## config.mk

```make
export PLATFORM = sky130hd
export DESIGN_NAME = logic_gate_pipe
export DESIGN_NICKNAME = d
export VERILOG_FILES = /design/src/rtl/logic_gate_pipe.sv
export SDC_FILE = /design/constraint.sdc
export NUM_CORES = 1
export LEC_CHECK = 0
export CAP_MARGIN = 20
export CORE_MARGIN = 4
export CORE_UTILIZATION = 48
export DETAILED_ROUTE_END_ITERATION = 8
export GPL_TIMING_DRIVEN = 0
export PLACE_DENSITY = 0.76
export SETUP_SLACK_MARGIN = 0.05
export SYNTH_ARGS = -nofsm -noshare
export SYNTH_HDL_FRONTEND = slang
export SYNTH_SLANG_ARGS = --single-unit
```

## constraint.sdc

```tcl
create_clock -name clk -period 1.55 [get_ports clk]
set_clock_uncertainty 0.1 [all_clocks]
set_input_delay 0.31 -clock clk [delete_from_list [all_inputs] [get_ports clk]]
set_output_delay 0.31 -clock clk [all_outputs]
set_load 0.02 [all_outputs]
```

## src/rtl/logic_gate_pipe.sv

```systemverilog
// Registered multi-operand bitwise logic unit with valid/ready handshakes,
// a two-entry result queue and a saturating count of delivered results.
module logic_gate_pipe #(
    parameter int WIDTH  = 8,
    parameter int NUM_IN = 2,
    parameter int CNT_W  = 16
) (
    input  logic                    clk,
    input  logic                    rst_n,
    input  logic                    in_valid,
    output logic                    in_ready,
    input  logic [NUM_IN*WIDTH-1:0] in_data,
    input  logic [2:0]              op,
    output logic                    out_valid,
    input  logic                    out_ready,
    output logic [WIDTH-1:0]        out_data,
    output logic [2:0]              out_op,
    output logic [CNT_W-1:0]        op_count
);

    typedef enum logic [2:0] {
        OP_AND  = 3'b000,
        OP_OR   = 3'b001,
        OP_XOR  = 3'b010,
        OP_NAND = 3'b011,
        OP_NOR  = 3'b100,
        OP_XNOR = 3'b101,
        OP_BUF  = 3'b110,
        OP_NOT  = 3'b111
    } gate_op_e;

    logic [WIDTH-1:0] data_q [2];
    logic [2:0]       op_q   [2];
    logic             rd_ptr;
    logic             wr_ptr;
    logic [1:0]       count;

    logic [WIDTH-1:0] and_v;
    logic [WIDTH-1:0] or_v;
    logic [WIDTH-1:0] xor_v;
    logic [WIDTH-1:0] operand0;
    logic [WIDTH-1:0] result;
    logic             push;
    logic             pop;

    // Reduce all operands once; every gate is a selection or inversion of these.
    always_comb begin
        and_v    = '1;
        or_v     = '0;
        xor_v    = '0;
        operand0 = in_data[WIDTH-1:0];
        for (int k = 0; k < NUM_IN; k++) begin
            and_v = and_v & in_data[k*WIDTH +: WIDTH];
            or_v  = or_v  | in_data[k*WIDTH +: WIDTH];
            xor_v = xor_v ^ in_data[k*WIDTH +: WIDTH];
        end
        case (gate_op_e'(op))
            OP_AND:  result = and_v;
            OP_OR:   result = or_v;
            OP_XOR:  result = xor_v;
            OP_NAND: result = ~and_v;
            OP_NOR:  result = ~or_v;
            OP_XNOR: result = ~xor_v;
            OP_BUF:  result = operand0;
            OP_NOT:  result = ~operand0;
            default: result = '0;
        endcase
    end

    assign in_ready  = rst_n && (count < 2'd2);
    assign out_valid = (count != 2'd0);
    assign push      = in_valid && in_ready;
    assign pop       = out_valid && out_ready;
    assign out_data  = out_valid ? data_q[rd_ptr] : '0;
    assign out_op    = out_valid ? op_q[rd_ptr]   : 3'b000;

    always_ff @(posedge clk or negedge rst_n) begin
        if (!rst_n) begin
            data_q[0] <= '0;
            data_q[1] <= '0;
            op_q[0]   <= 3'b000;
            op_q[1]   <= 3'b000;
            rd_ptr    <= 1'b0;
            wr_ptr    <= 1'b0;
            count     <= 2'd0;
            op_count  <= '0;
        end else begin
            if (push) begin
                data_q[wr_ptr] <= result;
                op_q[wr_ptr]   <= op;
                wr_ptr         <= ~wr_ptr;
            end
            if (pop) begin
                rd_ptr <= ~rd_ptr;
            end
            case ({push, pop})
                2'b10:   count <= count + 2'd1;
                2'b01:   count <= count - 2'd1;
                default: count <= count;
            endcase
            if (pop && (op_count != {CNT_W{1'b1}})) begin
                op_count <= op_count + 1'b1;
            end
        end
    end

endmodule

```

# After elaboration in Yosys (flattened, before gate mapping)
# Index checks and enable logic that the tools add are counted.
[word_totals]
memories = 0
latch_bits = 0
inputBits = 23
rom_bits = 0
output_inout_bits = 29
ff_bits = 42
ram_bits = 0
[classes]
magnitude_cmp = 4
n_shift = 0
mul = 0
bitwise = 11
muxes = 16
n_reduce_logical = 8
n_eq_ne = 10
add_sub_neg = 3
div_mod_pow = 0
[op_table]
columns = ["operator", "count"]
rows = [
  ["$pmux W8 S8", 1],
  ["$mux W8", 5],
  ["$not A8 Y8", 4],
  ["$add A16 B1 Y16 const B", 1],
  ["$bwmux W16", 1],
  ["$ne A16 B16 Y1 const B", 1],
  ["$mux W3", 5],
  ["$eq A3 B3 Y1 const B", 4],
  ["$and A8 B8 Y8", 1],
  ["$demux W8 S1", 1],
  ["$or A8 B8 Y8", 1],
  ["$xor A8 B8 Y8", 1],
  ["$bwmux W6", 1],
  ["$eq A3 B2 Y1 const B", 2],
  ["$logic_and A1 B1 Y1", 5],
  ["$ge A2 B2 Y1 const B", 2],
  ["$not A1 Y2", 2],
  ["$pmux W2 S2", 1],
  ["$reduce_bool A2 Y1", 2],
  ["$demux W3 S1", 1],
  ["$eq A3 B1 Y1 const B", 1],
  ["$logic_not A3 Y1", 1],
  ["$add A2 B1 Y2 const B", 1],
  ["$eq A2 B1 Y1 const B", 1],
  ["other kinds (5)", 6],
]

# Depth between registers and ports, before layout
[logic_depth]
ltp_word = 6
depth_mapped = 7
ltp_nobuf = 6

# Worst setup path before layout
# OpenSTA, ideal clock, no wires.
[synth_path]
kind = "reg2reg"
from = "register op_count[0]"
to = "register op_count[1]"
required_time_ns = 1.322
stages_incl_launch_ff = 6
t_arrival_ns = 1.536
synth_period_minus_slack_ns = 1.764
setup_slack_ns = -0.214
path_cell_list = "dfrtp_1 -> ha_1 -> and4_4 -> and4bb_1 -> nor2_1 -> mux2_1"
[synth_between]
elab_chain_len = 2
elab_cells_between_ends = 3
cone_classes = "1 x add/sub; 1 x eq/ne; 1 x reduce/logical"
[synth_rtl]
columns = ["element", "line", "text"]
rows = [
  ["from (decl)", "18", "output logic [CNT_W-1:0] op_count"],
  ["from (signal assigned)", "102", "op_count <= op_count + 1'b1;"],
  ["branches (longest 2 deep; another with $add A16 B1 Y16)", "n/a", ""],
]
# Parallel ways; which one is timed is not known.
# A chain may end at the register's enable or synchronous reset.

# Worst setup path in the final report
[layout_path]
from = "register rd_ptr"
to = "output out_data[6]"
[layout_between]
elab_chain_len = 5
[layout_rtl]
columns = ["element", "line", "text"]
rows = [
  ["from (decl)", "34", "logic rd_ptr;"],
  ["from (signal assigned)", "94", "rd_ptr <= ~rd_ptr;"],
  ["$not A1 Y2 (not written as such)", "74", "assign out_data = out_valid ? data_q[rd_ptr] : '0;"],
  ["$mux W8 (not written as such) (3 in series)", "74", ""],
  ["$mux W8", "74", ""],
  ["to (decl)", "16", "output logic [WIDTH-1:0] out_data,"],
]
# No other way between the ends. The select of a mux whose other input is x is not followed.

==> flow_summary.ini <==
[outcome]
status = finished with violations
violations = negative setup slack

[grt]
grt_pass1_vias = 2893
grt_usage_pct = 24.1
grt_start_max_net_pins = 30
grt_first_pass_wirelength_mm = 14.4
antenna_found_initial = 0
grt_overflow = 0

[sta]
fmax_mhz = 553
setup_viol = 42
fin_crit_sh_pct = 117
tightest_slew_ps = 589
min_period_ps = 1810
fin_ws_ps = -259
rsz0062_at_grt = true
slew_headroom_pct = 60.6
whs_ps = 398
maxSlewViolCount = 0
hold_violations = 0

[detailed_routing]
drc_errors = 0
wl_mm = 10.4
ant_nets = 0
viasPerCell = 6.07
route.met2.wl_mm = 5.14
dr_total_vias = 2997
wire_per_inst_microns = 21.1
dr_wl_met3_microns = 647
top_layer_used = met4
m1WireLength_mm = 4.13
dr.pass1.iters = 5
drt_iter0_markers = 186

[hold_path]
hold_class = reg -> reg
min_from = op_q[1]

[setup_path]
critical_path_arrival_ps = 1400
crit_start = rd_ptr
r2r_end = data_q[0]
worstPathRequired_ps = 1140
r2r_slack_ps = -130
critPathCaptureType = primary output
crit_fanout = 5
reg2reg_from = count[1]
cp-endpoint = out_data[6]
worstSetupStartpointType = flop
ff2ff_path_depth = 6
worstSetupPathType = reg -> out

[floorplanning]
ios = 52
die_w_microns = 87.1
initial_utilization_pct = 50.1
core_sq_um = 5990
rows = 28
die_area_sq_um = 7590
die_y_microns = 87.1

[logic_synthesis]
synth-xor-area-share_pct = 5.54
netlist_area_sq_um = 3000
synth_top_family_by_area = simple AND/OR/NAND/NOR gates
synth_cell_type_count = 59
synth_mux_area_share_pct = 7.00
ys_ff_latch = 42
synth_ff_type = dfrtp_1
synth_fa_ha_area_share_pct = 7.50
synth_compound_area_share_pct = 15.1
synth_edf_count = 0
yosys.area_share.simple_pct = 23.7
synth_area_per_cell_sq_um = 9.56
synth-seq-area-share_pct = 35.0
syn-num-nets = 355
async_flop_share_pct = 100
yosys_warnings = 0
synth_cells = 314

[clocking]
cts_tree = done
htree_levels = 2
path_clk_slew_ps = 80
clock_latency_ps = 300
cts_buffers = 5
cts.sinks = 42
cts_root_buffer = clkbuf_8
clock_path_buffers = 2

[layout]
final_common_cell = dfrtp_1
syn2layout_area_growth_pct = 66.9
fillerInstances = 310
finalNonFillerCells = 494
drive_above_1_share_pct = 55.6
nNetsFinal = 459
layout_common_cells = 35 x dfrtp_1, 32 x buf_4, 25 x buf_6, 16 x nand2b_1, 16 x xor2_1
antenna_cells = 0

[job]
maxCapViolCount = 0

[pwr]
ir_drop_v = 0.00112
leakagePower_nw = 2.22
power_mw = 7.31
power.density_nw_per_um2 = 1460

[place]
numPlacedInstances = 440
place.gp.congestion = 0.805
dp_slack_ps = -782
place_hpwl_mm = 5.15
port_buffers = 50
[cell type report]
class	instances	area [sq um]	share of cell area [%]
multi-input combinational	234	2550	50.9
clock inverter	2	60.1	1.20
clock buffer	6	82.6	1.65
inverter	21	93.8	1.87
tap	75	93.8	1.87
buffer	17	184	3.67
timing repair buffer	97	887	17.7
sequential	42	1060	21.1
[layer usage]
metal | GRT usage [%] | vias to the layer above
met2 | 42.5 | 162
met4 | 7.67 | 0
met5 | 0 | -
met3 | 3.97 | 55
met1 | 30.0 | 1454
li1 | - | 1326
[stage by stage]
stage,utilization [%],instance area (sq um),TNS (ps)
after floorplan,-,3060,-1030
final,83.6,5010,-4120
after global placement,61.0,3660,-106940
after global routing,83.6,5010,-6650
after CTS,75.9,4550,-3150
after detailed placement,61.3,3670,-22180
[cell usage after synthesis, types with 2 or more instances]
library cell | number | area [sq um]
dfrtp_1 | 42 | 1050
nand2_1 | 27 | 101
nor2_1 | 26 | 97.6
inv_1 | 20 | 75.1
a21oi_1 | 18 | 90.1
ha_1 | 18 | 225
nand2b_1 | 17 | 106
xor2_1 | 16 | 140
mux2i_1 | 15 | 150
o41ai_1 | 8 | 70.1
buf_2 | 7 | 35.0
nand3_1 | 6 | 30.0
o32ai_1 | 6 | 52.6
nor3_1 | 5 | 25.0
nor3_2 | 5 | 50.1
a221oi_1 | 4 | 35.0
a31oi_1 | 4 | 25.0
and3_1 | 4 | 25.0
o31ai_2 | 4 | 50.1
buf_4 | 3 | 22.5
buf_6 | 3 | 33.8
clkbuf_1 | 3 | 11.3
nor2b_1 | 3 | 18.8
or3_4 | 3 | 33.8
xnor2_1 | 3 | 26.3
a211oi_1 | 2 | 15.0
and4bb_1 | 2 | 25.0
mux2_1 | 2 | 22.5
nand4_1 | 2 | 12.5
nor3b_2 | 2 | 25.0
o21ai_0 | 2 | 10.0
o221ai_1 | 2 | 17.5
o31ai_1 | 2 | 15.0
or2_1 | 2 | 12.5
or2_2 | 2 | 12.5
[logic make-up (layout without fill, tap and decap cells)]
| family | after synthesis | count (layout) |
|---|---|---|
| adder cells (fa/ha/maj) | 18 | 18 |
| AO/OA/AOI/OAI | 59 | 59 |
| flip-flops | 42 | 42 |
| XOR/XNOR | 19 | 19 |
| buffers and inverters | 38 | 143 |
| multiplexers | 19 | 19 |
| AND/OR/NAND/NOR | 119 | 119 |
[critical path, cell delays in order, from the launching register on]
cell     delay, ps
dfrtp_1        440
buf_6          170
mux2i_1        280
nor2_1          60
buf_2          160
[how the worst min path moves through the flow]
stage                  end  slack (ps)  depth (start not counted)
2_1_floorplan     count[0]         -90                          0
3_3_place_gp       op_q[3]         360                          2
3_5_place_dp       op_q[4]         140                          1
4_1_cts            op_q[3]         380                          2
5_1_grt        op_count[7]         420                          1
6_report           op_q[1]         400                          2
[timing repair]
item | 4_1_cts | 5_1_grt
hold buffers | 3 | 0
setup buffers | 26 | 15
resized for setup | 232 | 106
endpoints found under the setup margin | 69 | 62
pin swaps | 43 | 37
endpoints found under the hold margin | 13 | 0
gates cloned | 3 | 0
[report_power, final]
group / switching [mW] / internal [mW]
combinational: 2.16 / 2.12
sequential: 0.412 / 1.53
clock: 0.400 / 0.688
total: 2.98 / 4.33
[state kept, by name, summed over array words and instances, names as in the netlist]
register and flops:
data_q 16, op_q 6, wr_ptr 1, op_count 16
count 2, rd_ptr 1
Power figures use the tool's default switching activity.
